$ cat src/rtl/traffic_pkg.sv
// Shared types, lamp codes and phase-duration helpers for the traffic phase sequencer.
package traffic_pkg;

  typedef enum logic [2:0] {
    STOP = 3'd0,
    NS_G = 3'd1,
    NS_Y = 3'd2,
    AR_A = 3'd3,
    EW_G = 3'd4,
    EW_Y = 3'd5,
    AR_B = 3'd6
  } phase_e;

  // Lamp bundles are {R,Y,G}
  localparam logic [2:0] LAMP_R   = 3'b100;
  localparam logic [2:0] LAMP_Y   = 3'b010;
  localparam logic [2:0] LAMP_G   = 3'b001;
  localparam logic [2:0] LAMP_OFF = 3'b000;

  // STOP reports a one-second "duration" so that its remain value is always 0.
  function automatic int phase_dur(phase_e p, int green_sec, int yellow_sec, int allred_sec);
    case (p)
      NS_G, EW_G: return green_sec;
      NS_Y, EW_Y: return yellow_sec;
      AR_A, AR_B: return allred_sec;
      default:    return 1;
    endcase
  endfunction

  function automatic phase_e next_phase(phase_e p);
    case (p)
      AR_B:    return NS_G;
      NS_G:    return NS_Y;
      NS_Y:    return AR_A;
      AR_A:    return EW_G;
      EW_G:    return EW_Y;
      EW_Y:    return AR_B;
      default: return AR_B;
    endcase
  endfunction

  function automatic int remain_width(int green_sec, int yellow_sec, int allred_sec);
    int max_sec;
    int w;
    max_sec = green_sec;
    if (yellow_sec > max_sec) max_sec = yellow_sec;
    if (allred_sec > max_sec) max_sec = allred_sec;
    w = $clog2(max_sec);
    return (w < 1) ? 1 : w;
  endfunction

endpackage

$ cat src/rtl/traffic_phase_sequencer_phase_timer.sv
// Loadable down counter holding the seconds left in the current phase; load wins over tick.
module phase_timer #(
  parameter int           W       = 5,
  parameter logic [W-1:0] RST_VAL = '0
) (
  input  logic         clk,
  input  logic         rst,
  input  logic         load,
  input  logic [W-1:0] load_val,
  input  logic         tick,
  output logic [W-1:0] remain,
  output logic         zero
);

  logic [W-1:0] remain_q;
  logic [W-1:0] remain_d;

  // NOTE: every variable assigned in always_comb gets a default first, so no latch is inferred.
  always_comb begin
    remain_d = remain_q;
    if (load) begin
      remain_d = load_val;
    end else if (tick && (remain_q != '0)) begin
      remain_d = remain_q - W'(1);
    end
  end

  // NOTE: sequential state uses non-blocking assignments so all flops update together.
  always_ff @(posedge clk) begin
    if (rst) remain_q <= RST_VAL;
    else     remain_q <= remain_d;
  end

  assign remain = remain_q;
  assign zero   = (remain_q == '0);

endmodule

$ cat src/rtl/traffic_phase_sequencer.sv
// Six-phase two-way intersection controller driven by the seconds-counter tick.
// Optional build macro TLC_FLASH_EN turns STOP into a flashing-yellow mode.
module traffic_phase_sequencer
  import traffic_pkg::*;
#(
  parameter int pGREEN_SEC  = 25,
  parameter int pYELLOW_SEC = 3,
  parameter int pALLRED_SEC = 2,
  localparam int W = remain_width(pGREEN_SEC, pYELLOW_SEC, pALLRED_SEC)
) (
  input  logic         clk,
  input  logic         rst,
  input  logic         run,
  input  logic         sec_last,
  input  logic         sec_pre_last,
  output logic         sec_en,
  output logic [2:0]   ns_light,
  output logic [2:0]   ew_light,
  output logic [2:0]   phase,
  output logic [W-1:0] remain,
  output logic         phase_pre_end
);

  localparam logic [W-1:0] ALLRED_M1 = W'(pALLRED_SEC - 1);

  phase_e       state_q, state_d;
  logic [2:0]   ns_q, ns_d;
  logic [2:0]   ew_q, ew_d;
  logic         tmr_load, tmr_tick, tmr_zero;
  logic [W-1:0] tmr_load_val;
  logic [W-1:0] remain_q;

`ifdef TLC_FLASH_EN
  logic flash_q, flash_d;
`endif

  function automatic logic [W-1:0] dur_m1(phase_e p);
    return W'(phase_dur(p, pGREEN_SEC, pYELLOW_SEC, pALLRED_SEC) - 1);
  endfunction

  phase_timer #(
    .W       (W),
    .RST_VAL (ALLRED_M1)
  ) u_timer (
    .clk      (clk),
    .rst      (rst),
    .load     (tmr_load),
    .load_val (tmr_load_val),
    .tick     (tmr_tick),
    .remain   (remain_q),
    .zero     (tmr_zero)
  );

  always_comb begin
    state_d      = state_q;
    tmr_load     = 1'b0;
    tmr_load_val = '0;
    tmr_tick     = 1'b0;
    if (!run) begin
      state_d  = STOP;
      tmr_load = 1'b1;
    end else if (state_q == STOP) begin
      // Leaving STOP always passes through clearance before any green.
      state_d      = AR_B;
      tmr_load     = 1'b1;
      tmr_load_val = ALLRED_M1;
    end else if (sec_last) begin
      if (tmr_zero) begin
        state_d      = next_phase(state_q);
        tmr_load     = 1'b1;
        tmr_load_val = dur_m1(next_phase(state_q));
      end else begin
        tmr_tick = 1'b1;
      end
    end
  end

`ifdef TLC_FLASH_EN
  // Flash restarts lit on every entry to STOP, then toggles once per second.
  always_comb begin
    flash_d = flash_q;
    if (state_q != STOP) flash_d = 1'b1;
    else if (sec_last)   flash_d = ~flash_q;
  end
`endif

  // Lamps are decoded from the next state so they change on the same edge as the phase.
  always_comb begin
    ns_d = LAMP_R;
    ew_d = LAMP_R;
    case (state_d)
      NS_G: ns_d = LAMP_G;
      NS_Y: ns_d = LAMP_Y;
      EW_G: ew_d = LAMP_G;
      EW_Y: ew_d = LAMP_Y;
`ifdef TLC_FLASH_EN
      STOP: begin
        ns_d = flash_d ? LAMP_Y : LAMP_OFF;
        ew_d = flash_d ? LAMP_Y : LAMP_OFF;
      end
`endif
      default: ;
    endcase
  end

  always_ff @(posedge clk) begin
    if (rst) begin
      state_q <= AR_B;
      ns_q    <= LAMP_R;
      ew_q    <= LAMP_R;
`ifdef TLC_FLASH_EN
      flash_q <= 1'b1;
`endif
    end else begin
      state_q <= state_d;
      ns_q    <= ns_d;
      ew_q    <= ew_d;
`ifdef TLC_FLASH_EN
      flash_q <= flash_d;
`endif
    end
  end

`ifdef TLC_FLASH_EN
  assign sec_en = !rst;
`else
  assign sec_en = !rst && (state_q != STOP);
`endif

  assign phase_pre_end = !rst && tmr_zero && sec_pre_last;
  assign ns_light      = ns_q;
  assign ew_light      = ew_q;
  assign phase         = state_q;
  assign remain        = remain_q;

  a_no_conflict: assert property (@(posedge clk) disable iff (rst)
    !(((ns_q == LAMP_G) || (ew_q == LAMP_G)) && (ns_q != LAMP_R) && (ew_q != LAMP_R)));

endmodule

$ cat config.mk
export PLATFORM = sky130hd
export DESIGN_NAME = traffic_phase_sequencer
export DESIGN_NICKNAME = d
export VERILOG_FILES = /design/src/rtl/traffic_pkg.sv /design/src/rtl/traffic_phase_sequencer_phase_timer.sv /design/src/rtl/traffic_phase_sequencer.sv
export SDC_FILE = /design/constraint.sdc
export NUM_CORES = 1
export LEC_CHECK = 0
export CAP_MARGIN = 30
export CORE_UTILIZATION = 25
export CTS_CLUSTER_DIAMETER = 100
export DETAILED_ROUTE_END_ITERATION = 16
export PLACE_DENSITY = 0.55
export SLEW_MARGIN = 25
export SYNTH_ARGS = -nofsm -noshare
export SYNTH_HDL_FRONTEND = slang
export SYNTH_SLANG_ARGS = --single-unit
$ cat constraint.sdc
create_clock -name clk -period 4.4 [get_ports clk]
set_input_delay 0.66 -clock clk [delete_from_list [all_inputs] [get_ports clk]]
set_output_delay 0.66 -clock clk [all_outputs]
set_load 0.01 [all_outputs]
======== After elaboration in Yosys (flattened, before gate mapping) ========
Index checks and enable logic that the tools add are counted.
word-level totals
  register bits ........................... 14
  input bits .............................. 5
  output and inout bits ................... 16
  word-level logic and storage cells ...... 64
cells by class
  $add $sub $neg .......................... 2
  equal/unequal tests ..................... 15
  multiplexer cells ....................... 30
  reduce and logical (&&, ||, !) cells .... 13
operator list
  cell                 number
  $mux 5               10
  $mux 3               8
  $eq 3x3->1 const B   7
  $eq 3x2->1 const B   5
  $pmux 3 s5           1
  $pmux 5 s3           1
  $pmux 3 s2           2
  $eq 3x1->1 const B   3
  $mux 1               8
  $reduce_or 2->1      3
  $logic_not 5->1      1
  $reduce_bool 5->1    1
  $sub 5x1->5 const B  1
  $sub 5x2->5 const B  1
  $logic_and 1x1->1    4
  $logic_not 3->1      1
  $reduce_bool 3->1    1
  $reduce_bool 2->1    1
  $logic_not 1->1      1

======== Depth between registers and ports, before layout ========
  depth in word-level cells ............... 19
  depth in mapped cells ................... 11
  gate-level depth less buffers ........... 10

======== By module ========
A second synthesis with hierarchy kept.
second synthesis, totals
  cell total of the unflattened synthesis .. 108
  area, all modules ....................... 884.6 µm²
by module, submodules not included
  module                   times used  cells each  area an instance (µm²)  seq. area each (µm²)
  traffic_phase_sequencer  1           70          551.8                   180.2
  phase_timer              1           38          332.8                   100.1

======== Worst setup path before layout ========
No wires, ideal clock.
  path type ............................... flip-flop to output port
  start ................................... register u_timer.remain_q[0] (netlist: u_timer.remain[0])
  end ..................................... output phase_pre_end
  arrival time ............................ 1.416 ns
  data required time ...................... 3.740 ns
  setup slack ............................. 2.324 ns
  stages on the path, launching flop included .. 5
  buffers on the path ..................... 0
  cell sequence ........................... dfxtp_1 > inv_1 > ha_1 > or4b_4 > nor3b_1
on the way
  longest elaborated chain between the ends .. 3
ends and longest elaborated chain
  what                            line                                       source
  start: declaration              traffic_phase_sequencer_phase_timer.sv:15  logic [W-1:0] remain_q;
  start signal: assignment        traffic_phase_sequencer_phase_timer.sv:31  else remain_q <= remain_d;
  $logic_not 5->1                 traffic_phase_sequencer_phase_timer.sv:35  assign zero = (remain_q == '0);
  $logic_and 1x1->1 (2 in a row)  traffic_phase_sequencer.sv:130             assign phase_pre_end = !rst && tmr_zero && sec_pre_last;
  end: declaration                traffic_phase_sequencer.sv:21              output logic phase_pre_end
No other way between the ends.

======== Worst setup path in the final report ========
Ends and elaborated chain as after synthesis.

==> reports/metrics.csv <==
metric,value,unit
CTS Buffer Depth,2,
clk slew on worst S/H paths,0.09,ns
reg2reg path depth,8,
Max Clock Skew,0.006008,ns
"Setup Fix Bufs, Post-CTS",0,
Worst Setup SP,u_timer.remain[0],
Placer Congestion,0.7499,
RSZ-0062 raised after global routing,false,
Crit Path Max Fanout,4,
DRC,2,
n_diodes,0,
initial antenna violation count,0,
Num CTS Buffers,3,
arrival time at the worst endpoint,2.16,ns
FP Rows,19,
Ports,21,
failing checks,design-rule violations,
max cap viols,0,
Final #Nets,115,
Power Dens Cells,320.7,mW/mm2
CP Launch Type,register,
synth warn,0,
Syn Area/Cell,8.545,um2
Wirelength per Cell,11.76,um
Worst VDD drop,0.0001342,V
Initial Util,26.81,%
height of the die,56.85,um
Post-Synthesis Cells,88,
synthesized net count,96,
pin count of the biggest net entering global routing,14,
"Req. time, crit path",3.74,ns
Tot Pwr,0.0003190,W
Setup TNS,0,ns
1st-pass router iterations,10,
"Remaining Overflow, GRT",0,
Total GRT Usage,11.20,%
Met1 Routed Length,767,um
share of the synthesized area in the top cell type,37.27,%
register area share after synthesis,37.27,%
Final period util,64.20,%
Synth area leader,dfxtp_1,
status,finished with violations,
Post-Synthesis Cell Area,752.0,um2
root buffer cell,clkbuf_4,
number of global-route vias before repair,633,
DP HPWL,1176,um
Pins Over Slew Limit,0,
CTS tree,yes,
CTS sink cnt,14,
uppermost layer routed,met4,
Die W,56.85,um
die footprint,0.003231,mm2
Area growth syn-to-layout,32.28,%
"Setup violations, final",0,
core area,0.002805,mm2
layout cells sized above 1,11.32,%
worst flop-to-flop path endpoint,u_timer.remain[1],
H-tree Lvls,1,
global-route wire length before repair,2787,um
type of the worst min-delay path,reg -> reg,
metal3 WL,70,um
Tmin final,2.825,ns
Skew-Pair Late Insertion Delay,0.29,ns
post-route ant nets,0,
Worst Setup EP,phase_pre_end,
# port buffers,20,
# hold bufs at CTS,0,
cts repair resizes,0,
Leak,0.3557,nW
hold path cells,2,
drt initial violations,3,
highest clock rate,354.0,MHz
relative slew slack,72.33,%
flop2flop setup slack,2.47,ns
Cell variety after synth,33,
Setup CP Type,reg -> out,
number of synthesized register bits,14,
routed via count,678,
Vias/cell,4.949,
Setup crit end kind,output port,
final hold vios,0,
DRT Wirelength,1611,um
largest cells by area after synthesis,"dfxtp_1, a21o_1, ha_1",
r2r startpoint,phase[0],
Slew @ Worst Pin,0.4146,ns
met2 wire length,740,um
## state kept, by name, summed over array words and instances, names as in the netlist
signal          cells
ew_light            3
ns_light            3
phase               3
u_timer.remain      5
## metal layers
| layer | vias to the layer above | GRT usage [%] |
|---|---|---|
| li1 | 348 | - |
| met1 | 313 | 13.41 |
| met2 | 12 | 17.69 |
| met3 | 5 | 4.608 |
| met4 | 0 | 4.530 |
| met5 | - | 0 |
## cell type report
type,instances,area [um2]
flip-flops and latches,14,280.3
repair buffers,20,200.2
fillers,305,1810
well taps,31,38.79
inverters,4,15.01
clock buffers,4,36.28
multi-input cells,64,424.2
## where the power goes
part	internal [W]	total [W]	leakage [nW]	switching, W
Clock	0.0000504	0.0000966	0.0210	0.0000462
Sequential	0.000133	0.000143	0.114	0.00000929
Combinational	0.0000423	0.0000797	0.220	0.0000374
## stage by stage
step / setup slack [ns] / std cells / hold slack [ns] / cell area [um2] / utilization (%)
final: 1.575 / 137 / 0.5571 / 994.7 / 35.46
after floorplan: 2.324 / 88 / 0.5331 / 752.0 / -
after CTS: 1.551 / 137 / 0.5514 / 994.7 / 35.46
after detailed placement: 1.810 / 133 / 0.5337 / 958.4 / 34.17
after global placement: 1.843 / 133 / 0.5335 / 958.4 / 34.17
after global routing: 1.450 / 137 / 0.5802 / 994.7 / 35.46
## kinds of logic after synthesis
logic type      Yosys count  synth area share [%]
simple gates             36                 27.29
buf+inv                  10                 6.321
mux                       1                 1.331
fa+ha+maj                 3                 4.992
compound gates           23                 21.63
flops                    14                 37.27
xor+xnor                  1                 1.165
## cells in the final DEF, fill, tap and decap left out, types with 2 or more instances in the layout
cell type        Yosys  final
a31o_2               2      2
or3_1                3      3
nor3_1               6      6
nand2_1              5      5
clkbuf_4             0      3
dfxtp_1             14     14
ha_1                 3      3
nand2b_1             3      3
inv_1                4      4
nand3_1              3      3
or2_2                2      2
o211ai_1             2      2
a21o_1               6      6
a21oi_1              6      6
nor2_1               7      7
o21ai_0              2      2
clkdlybuf4s50_1      0     20
## worst min path at each step
stage | startpoint | end | slack (ns)
2_1_floorplan | u_timer.remain[3] | u_timer.remain[3] | 0.53
3_3_place_gp | u_timer.remain[3] | u_timer.remain[3] | 0.53
3_5_place_dp | u_timer.remain[3] | u_timer.remain[3] | 0.53
4_1_cts | u_timer.remain[3] | u_timer.remain[3] | 0.55
5_1_grt | u_timer.remain[3] | u_timer.remain[3] | 0.58
6_report | u_timer.remain[3] | u_timer.remain[3] | 0.56
## critical path: stages (launching register included)
cell and delay, ns:
dfxtp_1 0.34, inv_1 0.09, ha_1 0.20, or4b_4 0.49, nor3b_1 0.20, clkdlybuf4s50_1 0.56
## cells in the mapped netlist
library cell,n
dfxtp_1,14
nor2_1,7
a21o_1,6
a21oi_1,6
nor3_1,6
nand2_1,5
inv_1,4
clkbuf_1,3
ha_1,3
nand2b_1,3
nand3_1,3
or3_1,3
a31o_2,2
o211ai_1,2
o21ai_0,2
or2_2,2
a2111o_1,1
a211oi_1,1
a31oi_1,1
a32o_1,1
buf_2,1
buf_6,1
clkbuf_2,1
mux2i_1,1
nand4_1,1
nand4bb_2,1
nor2_2,1
nor2b_1,1
nor3b_1,1
o31a_2,1
or3b_1,1
or4b_4,1
xnor2_1,1
No activity file was read; power rests on OpenSTA's default activity.
